## config.mk

```make
export PLATFORM = sky130hd
export DESIGN_NAME = regfile_mp_sb_flat
export DESIGN_NICKNAME = d
export VERILOG_FILES = /design/src/rtl/regfile_mp_sb_pkg.sv /design/src/rtl/regfile_mp_sb_if.sv /design/src/rtl/regfile_mp_sb_bypass_sel.sv /design/src/rtl/regfile_mp_sb.sv /design/src/flat_wrapper.sv
export SDC_FILE = /design/constraint.sdc
export NUM_CORES = 2
export LEC_CHECK = 0
export BUFFER_PORTS_ARGS = -buffer_cell sky130_fd_sc_hd__buf_2
export CORE_MARGIN = 3
export CORE_UTILIZATION = 41
export CTS_BUF_LIST = sky130_fd_sc_hd__clkbuf_4 sky130_fd_sc_hd__clkbuf_8
export CTS_CLUSTER_DIAMETER = 60
export DETAILED_ROUTE_END_ITERATION = 12
export GPL_TIMING_DRIVEN = 0
export PLACE_DENSITY = 0.57
export SYNTH_ARGS = -nofsm -noshare
export SYNTH_HDL_FRONTEND = slang
export SYNTH_HIERARCHICAL = 1
export SYNTH_SLANG_ARGS = --single-unit
```

## constraint.sdc

```tcl
create_clock -name clk -period 2.35 [get_ports clk]
set_input_delay 0 -clock clk [delete_from_list [all_inputs] [get_ports clk]]
set_output_delay 0 -clock clk [all_outputs]
set_load 0.03 [all_outputs]
```

## src/rtl/regfile_mp_sb_pkg.sv

```systemverilog
// ---------------------------------------------------------------------------
// regfile_pkg
//
// Shared definitions for the multi-port register file with scoreboard.
//
// Contents:
//   ZERO_REG_DEFAULT - default for "register 0 is hardwired to zero".
//   WP_XLEN_MAX      - data field width carried by wr_port_t.
//   WP_AW_MAX        - address field width carried by wr_port_t.
//   wr_port_t        - one write-port bundle {en, addr, data, clr}. The
//                      fields are sized for the largest supported
//                      configuration; users place their XLEN / AW bits in
//                      the low end and leave the rest zero.
//   calc_aw()        - register-address width for a given NREGS.
// ---------------------------------------------------------------------------
package regfile_pkg;

    localparam int ZERO_REG_DEFAULT = 1;

    // A package typedef cannot follow module parameters, so the bundle is
    // sized for the widest configuration this register file supports
    // (XLEN <= 64, NREGS <= 65536).
    localparam int WP_XLEN_MAX = 64;
    localparam int WP_AW_MAX   = 16;

    typedef struct packed {
        logic                   en;
        logic [WP_AW_MAX-1:0]   addr;
        logic [WP_XLEN_MAX-1:0] data;
        logic                   clr;
    } wr_port_t;

    // Address width for NREGS registers; never below one bit so that
    // port vectors stay legal even for degenerate sizes.
    function automatic int calc_aw(input int nregs);
        return (nregs > 1) ? $clog2(nregs) : 1;
    endfunction

endpackage

```

## src/rtl/regfile_mp_sb_if.sv

```systemverilog
// ---------------------------------------------------------------------------
// regfile_mp_sb_if
//
// Bundles every non-clock/reset signal of regfile_mp_sb.
//
// Signal semantics (no back-pressure anywhere): every request is qualified
// by its enable (wr_en[i], iss_en, flush) and is consumed on the rising edge
// of clk in the cycle it is presented; the register file is always ready.
// Read ports have no enable: rd_data/rd_busy follow rd_addr combinationally.
//
// Signals:
//   wr_en    [NWR]        per-port write enable
//   wr_addr  [NWR][AW]    per-port destination register
//   wr_data  [NWR][XLEN]  per-port write data
//   wr_clr   [NWR]        write retires the pending producer (clears busy)
//   rd_addr  [NRD][AW]    per-port source register
//   rd_data  [NRD][XLEN]  per-port read data (combinational, bypassed)
//   rd_busy  [NRD]        source still waits on a producer after this cycle
//   iss_en / iss_addr     mark iss_addr busy (producer issued)
//   flush                 clear every busy bit
//   busy_vec [NREGS]      registered busy bits
//
// Modports:
//   master - decode/issue/writeback side (drives requests)
//   slave  - the register file
// ---------------------------------------------------------------------------
interface regfile_mp_sb_if
    import regfile_pkg::*;
#(
    parameter int XLEN  = 32,
    parameter int NREGS = 32,
    parameter int NRD   = 2,
    parameter int NWR   = 2
) ();

    localparam int AW = calc_aw(NREGS);

    logic [NWR-1:0]           wr_en;
    logic [NWR-1:0][AW-1:0]   wr_addr;
    logic [NWR-1:0][XLEN-1:0] wr_data;
    logic [NWR-1:0]           wr_clr;

    logic [NRD-1:0][AW-1:0]   rd_addr;
    logic [NRD-1:0][XLEN-1:0] rd_data;
    logic [NRD-1:0]           rd_busy;

    logic                     iss_en;
    logic [AW-1:0]            iss_addr;
    logic                     flush;

    logic [NREGS-1:0]         busy_vec;

    modport master (
        output wr_en, wr_addr, wr_data, wr_clr,
        output rd_addr,
        output iss_en, iss_addr, flush,
        input  rd_data, rd_busy, busy_vec
    );

    modport slave (
        input  wr_en, wr_addr, wr_data, wr_clr,
        input  rd_addr,
        input  iss_en, iss_addr, flush,
        output rd_data, rd_busy, busy_vec
    );

endinterface

```

## src/rtl/regfile_mp_sb_bypass_sel.sv

```systemverilog
// ---------------------------------------------------------------------------
// regfile_bypass_sel
//
// Combinational priority match of one read address against all write ports.
// When several enabled ports hit the same address the highest-index port
// supplies the data; the clear-hit flag is the OR over all matching ports
// that also carry clr.
//
// Ports:
//   rd_addr_i  [AW]         read address to match
//   wp_i       [NWR]        write-port bundles (low AW/XLEN bits meaningful)
//   hit_o                   some enabled write port targets rd_addr_i
//   data_o     [XLEN]       data of the highest-index matching port
//   clr_hit_o               some matching port also retires the producer
// ---------------------------------------------------------------------------
module regfile_bypass_sel
    import regfile_pkg::*;
#(
    parameter int XLEN = 32,
    parameter int AW   = 5,
    parameter int NWR  = 2
) (
    input  logic [AW-1:0]           rd_addr_i,
    input  wr_port_t [NWR-1:0]      wp_i,
    output logic                    hit_o,
    output logic [XLEN-1:0]         data_o,
    output logic                    clr_hit_o
);

    // The bundle carries padding above XLEN / AW; fold it into one sink
    // so that only the meaningful bits drive logic.
    logic unused_wp;
    assign unused_wp = ^wp_i;

    always_comb begin
        hit_o     = 1'b0;
        data_o    = '0;
        clr_hit_o = 1'b0;
        // Ascending scan: a later (higher-index) match overwrites data_o,
        // which gives the highest port priority.
        for (int i = 0; i < NWR; i++) begin
            if (wp_i[i].en && (wp_i[i].addr[AW-1:0] == rd_addr_i)) begin
                hit_o  = 1'b1;
                data_o = wp_i[i].data[XLEN-1:0];
                if (wp_i[i].clr) begin
                    clr_hit_o = 1'b1;
                end
            end
        end
    end

endmodule

```

## src/rtl/regfile_mp_sb.sv

```systemverilog
// ---------------------------------------------------------------------------
// regfile_mp_sb
//
// Parametrised multi-read / multi-write register file with write bypass and
// a per-register scoreboard (busy bits).
//
// Parameters:
//   XLEN      data width (<= 64)
//   NREGS     number of registers, power of two, >= 2
//   NRD       read ports
//   NWR       write ports
//   ZERO_REG  1 = register 0 reads as zero, drops writes, never goes busy
//
// Ports:
//   clk   rising-edge clock for all state
//   rst   asynchronous active-low reset; clears data and busy bits and
//         forces rd_data / rd_busy / busy_vec to zero while asserted
//   rf    regfile_mp_sb_if.slave (write, read, issue, flush, busy_vec)
//
// Busy update priority per register at the clock edge:
//   flush > issue (set) > retiring write (clear) > hold.
// ---------------------------------------------------------------------------
module regfile_mp_sb
    import regfile_pkg::*;
#(
    parameter int XLEN     = 32,
    parameter int NREGS    = 32,
    parameter int NRD      = 2,
    parameter int NWR      = 2,
    parameter int ZERO_REG = ZERO_REG_DEFAULT
) (
    input  logic           clk,
    input  logic           rst,
    regfile_mp_sb_if.slave rf
);

    localparam int AW = calc_aw(NREGS);

    // True when the address is the hardwired zero register.
    function automatic logic is_r0(input logic [AW-1:0] a);
        return (ZERO_REG != 0) && (a == '0);
    endfunction

    // -----------------------------------------------------------------
    // State
    // -----------------------------------------------------------------
    logic [XLEN-1:0]  data_q [NREGS];
    logic [XLEN-1:0]  data_d [NREGS];
    logic [NREGS-1:0] busy_q;
    logic [NREGS-1:0] busy_d;

    // -----------------------------------------------------------------
    // Write-port bundles for the bypass selectors
    // -----------------------------------------------------------------
    wr_port_t [NWR-1:0] wp;

    always_comb begin
        for (int i = 0; i < NWR; i++) begin
            wp[i]                = '0;
            wp[i].en             = rf.wr_en[i];
            wp[i].addr[AW-1:0]   = rf.wr_addr[i];
            wp[i].data[XLEN-1:0] = rf.wr_data[i];
            wp[i].clr            = rf.wr_clr[i];
        end
    end

    // -----------------------------------------------------------------
    // Storage next state: ascending scan so the highest-index port
    // targeting an address is the one that lands.
    // -----------------------------------------------------------------
    always_comb begin
        data_d = data_q;
        for (int i = 0; i < NWR; i++) begin
            if (rf.wr_en[i] && !is_r0(rf.wr_addr[i])) begin
                data_d[rf.wr_addr[i]] = rf.wr_data[i];
            end
        end
    end

    always_ff @(posedge clk or negedge rst) begin
        if (!rst) begin
            for (int r = 0; r < NREGS; r++) begin
                data_q[r] <= '0;
            end
        end else begin
            data_q <= data_d;
        end
    end

    // -----------------------------------------------------------------
    // Scoreboard next state
    // -----------------------------------------------------------------
    logic [NREGS-1:0] clr_mask;
    logic [NREGS-1:0] iss_mask;

    always_comb begin
        clr_mask = '0;
        iss_mask = '0;
        busy_d   = busy_q;
        for (int i = 0; i < NWR; i++) begin
            if (rf.wr_en[i] && rf.wr_clr[i]) begin
                clr_mask[rf.wr_addr[i]] = 1'b1;
            end
        end
        if (rf.iss_en && !is_r0(rf.iss_addr)) begin
            iss_mask[rf.iss_addr] = 1'b1;
        end
        // Issue is OR-ed in after the clear so a new producer supersedes a
        // same-cycle retirement; flush overrides both.
        if (rf.flush) begin
            busy_d = '0;
        end else begin
            busy_d = (busy_q & ~clr_mask) | iss_mask;
        end
    end

    always_ff @(posedge clk or negedge rst) begin
        if (!rst) begin
            busy_q <= '0;
        end else begin
            busy_q <= busy_d;
        end
    end

    assign rf.busy_vec = busy_q;

    // -----------------------------------------------------------------
    // Read ports
    // -----------------------------------------------------------------
    logic [NRD-1:0]           byp_hit;
    logic [NRD-1:0][XLEN-1:0] byp_data;
    logic [NRD-1:0]           byp_clr;
    logic [NRD-1:0][XLEN-1:0] rd_data_c;
    logic [NRD-1:0]           rd_busy_c;

    for (genvar j = 0; j < NRD; j++) begin : g_rd
        regfile_bypass_sel #(
            .XLEN (XLEN),
            .AW   (AW),
            .NWR  (NWR)
        ) u_bypass_sel (
            .rd_addr_i (rf.rd_addr[j]),
            .wp_i      (wp),
            .hit_o     (byp_hit[j]),
            .data_o    (byp_data[j]),
            .clr_hit_o (byp_clr[j])
        );
    end

    // While reset is asserted the bypass path is gated off so the outputs
    // are zero regardless of write traffic on the bus.
    always_comb begin
        for (int j = 0; j < NRD; j++) begin
            rd_data_c[j] = '0;
            rd_busy_c[j] = 1'b0;
            if (rst && !is_r0(rf.rd_addr[j])) begin
                rd_data_c[j] = byp_hit[j] ? byp_data[j] : data_q[rf.rd_addr[j]];
                rd_busy_c[j] = busy_q[rf.rd_addr[j]] && !byp_clr[j];
            end
        end
    end

    assign rf.rd_data = rd_data_c;
    assign rf.rd_busy = rd_busy_c;

endmodule

```

## src/flat_wrapper.sv

```systemverilog
// flat-port wrapper written by rule: the top's interface ports become plain ports
module regfile_mp_sb_flat import regfile_pkg::*;
#(
    parameter int XLEN     = 32,
    parameter int NREGS    = 32,
    parameter int NRD      = 2,
    parameter int NWR      = 2,
    parameter int ZERO_REG = ZERO_REG_DEFAULT
)
  (clk, rst, rf_wr_en, rf_wr_addr, rf_wr_data, rf_wr_clr, rf_rd_addr, rf_iss_en, rf_iss_addr, rf_flush, rf_rd_data, rf_rd_busy, rf_busy_vec);
  regfile_mp_sb_if #(.XLEN(XLEN), .NREGS(NREGS), .NRD(NRD), .NWR(NWR)) rf_i ();
  input  logic clk;
  input  logic rst;
  input wire logic [$bits(rf_i.wr_en)-1:0] rf_wr_en;
  input wire logic [$bits(rf_i.wr_addr)-1:0] rf_wr_addr;
  input wire logic [$bits(rf_i.wr_data)-1:0] rf_wr_data;
  input wire logic [$bits(rf_i.wr_clr)-1:0] rf_wr_clr;
  input wire logic [$bits(rf_i.rd_addr)-1:0] rf_rd_addr;
  input wire logic [$bits(rf_i.iss_en)-1:0] rf_iss_en;
  input wire logic [$bits(rf_i.iss_addr)-1:0] rf_iss_addr;
  input wire logic [$bits(rf_i.flush)-1:0] rf_flush;
  output wire logic [$bits(rf_i.rd_data)-1:0] rf_rd_data;
  output wire logic [$bits(rf_i.rd_busy)-1:0] rf_rd_busy;
  output wire logic [$bits(rf_i.busy_vec)-1:0] rf_busy_vec;
  assign rf_i.wr_en = rf_wr_en;
  assign rf_i.wr_addr = rf_wr_addr;
  assign rf_i.wr_data = rf_wr_data;
  assign rf_i.wr_clr = rf_wr_clr;
  assign rf_i.rd_addr = rf_rd_addr;
  assign rf_i.iss_en = rf_iss_en;
  assign rf_i.iss_addr = rf_iss_addr;
  assign rf_i.flush = rf_flush;
  assign rf_rd_data = rf_i.rd_data;
  assign rf_rd_busy = rf_i.rd_busy;
  assign rf_busy_vec = rf_i.busy_vec;
  regfile_mp_sb #(.XLEN(XLEN), .NREGS(NREGS), .NRD(NRD), .NWR(NWR), .ZERO_REG(ZERO_REG)) u_core (.clk(clk), .rst(rst), .rf(rf_i));
endmodule
```

==> metrics.csv <==
metric,value,unit
vias,63100,
fill_cells,15200,
top_usage_layer,met2,
cp-start-kind,input port,
hold_path_class,input port to register,
syn_avg_cell_area,10.5,sq um
critical_path.top_delay_family,buffers and inverters,
die_height,413,um
drt-total-wl,369,mm
crit_fanout,10,
worstMarginPinSlew,1.42,ns
ios,195,
fin_nets,7258,
period_share,135,%
cts_made_buffers,193,
fin_ws,-0.823,ns
endpoint_kind,primary output,
clock_path_buffers,3,
use_met3,13.3,%
drc_errors,0,
p_per_area,824,nW/um^2
rows,148,
cp.arrival,3.17,ns
antenna_found_initial,16,
finish.utilization,50.1,%
leakage,0.0343,uW
gp_congestion,1.05,
clk_latency,0.95,ns
cp_common_cell,buf_6,
status,"finished, violations left",
grt.overflow.total,0,
grtUsageMet2,61.9,%
vdd_drop_max,0.668,mV
clockRootBuffer,clkbuf_8,
slowest_delay,0.51,ns
start_util,41.5,%
cts_max_level,4,
drv_slew,0,
setup_violations,199,
place_ws,-2.02,ns
path_buf_inv,6,
die_width,413,um
placement.io_buffers,194,
grtUsageMet1,52.5,%
clock-sinks,1056,
violations,setup timing,
clkTransAtPathRegs,0.07,ns
syn_inst,6480,
grt_pass1_wl,498,mm
syn_to_final_growth,20.7,%
rsz0062_at_grt,yes,
drt_iter0_drc,9310,
ant_nets,0,
syn_nets,6577,
relSlewSlack,5.38,%
cp_slowest_cell,mux2i_1,
die_area,171000,sq um
grt_start_max_net_pins,163,
routed_via_density,6.64,
worst-setup-path-type,input port to primary output,
drive_gt1_share,24.9,%
dr.pass1.iters,8,
ys_warn_count,6,
cp.required,2.35,ns
path_cells,buf_2 -> buf_6 -> buf_6 -> buf_6 -> buf_6 -> mux2i_1 -> o22ai_1 -> nor4_4 -> a21oi_2 -> a22o_4 -> buf_6,
min_period,3.17,ns
tritoncts,yes,
coreArea,164000,sq um
place_hpwl,277,mm
wl_per_cell,38.8,um
clock_skew,0,ns
syn_area,68100,sq um
drv_cap,0,
whs,0.0362,ns
grt_usage,42.4,%
grt_pass1_vias,61000,
hold_viol,0,
fmax,315,MHz
## routing by layer
| layer | up-vias | wire length (um) |
|---|---|---|
| li1 | 25300 | - |
| met5 | - | 71 |
| met4 | 10 | 34100 |
| met3 | 1220 | 41400 |
| met1 | 31900 | 137000 |
| met2 | 4716 | 156000 |
## per-stage QoR
step	setup TNS, ns	std cells	cell area [sq um]	total power [uW]
floorplan	0	6480	68100	37400
global placement	-	8849	71800	44500
detailed placement	-726.27	8858	72000	45000
CTS	-46.28	9478	81300	66700
global route	-32.99	9490	82100	69700
finish	-38.85	9502	82200	67700
## layout make-up
class	instances	area, sq um	area share (%)
well taps	2175	2720	3.31
flip-flops and latches	1056	26400	32.2
repair buffers	493	4640	5.65
clock buffers	305	3800	4.63
plain buffers	764	4080	4.96
clock inverters	43	368	0.448
diodes	13	32.5	0.0396
inverters	35	131	0.160
multi-input cells	4618	40000	48.6
## what timing repair did
| action | CTS | global route |
|---|---|---|
| endpoints found under the setup margin | 167 | 900 |
| gates cloned | 5 | 0 |
| pin swaps | 93 | 77 |
| setup buffers | 89 | 17 |
| endpoints found under the hold margin | 1610 | 0 |
| hold buffers | 181 | 0 |
| gates resized for setup | 603 | 230 |
## worst register-to-register path: cells and delay by family, from the launching register on
kind                   cells  cell delay (ns)
buffers and inverters      2             0.76
AOI/OAI and AO/OA          3             0.30
and+or+nand+nor            1             0.05
DFF                        1             0.40
## final timing paths
check / start / to / slack [ns] / cells past startpoint
max: rf_rd_addr[0] / rf_rd_data[14] / -0.82 / 11
min: rf_wr_addr[5] / u_core/data_q[928] / 0.04 / 5
max reg2reg: u_core/rf.busy_vec[1] / u_core/rf.busy_vec[1] / 0.71 / 6
min reg2reg: u_core/data_q[994] / u_core/data_q[994] / 0.48 / 1
max in group asynchronous: rst / u_core/data_q[136] / 0.31 / 13
min in group asynchronous: rst / u_core/data_q[790] / 0.11 / 12
## placed cells by master, fill, tap and decap left out, types with 23 or more instances in the layout
master,count
buf_2,215
nor2_2,24
o21ai_1,208
nor2_1,759
clkbuf_4,92
a22oi_1,63
a22oi_2,23
buf_6,114
clkbuf_2,48
o221ai_1,26
clkinv_2,26
buf_12,25
a21oi_1,740
o21ai_0,82
dlygate4sd3_1,165
clkbuf_1,449
buf_4,170
and3_4,30
mux4_2,430
nand2_1,366
and3_1,73
nand3_1,23
clkbuf_8,247
o22ai_1,70
dfrtp_1,1053
inv_1,34
mux2i_4,67
mux2_2,35
mux2i_1,1175
mux2_4,66
a32oi_1,25
## flip-flops by register name (all words and copies together) (netlist names)
signal,flops
u_core/data_q,1024
u_core/rf.busy_vec,32
## power by group
group	switching, uW	total [uW]	internal, uW
clock	8850	19500	10600
sequential	4560	27400	22900
combinational	10900	20800	9900
total	24300	67700	43400
No activity file was read; power rests on OpenSTA's default activity.
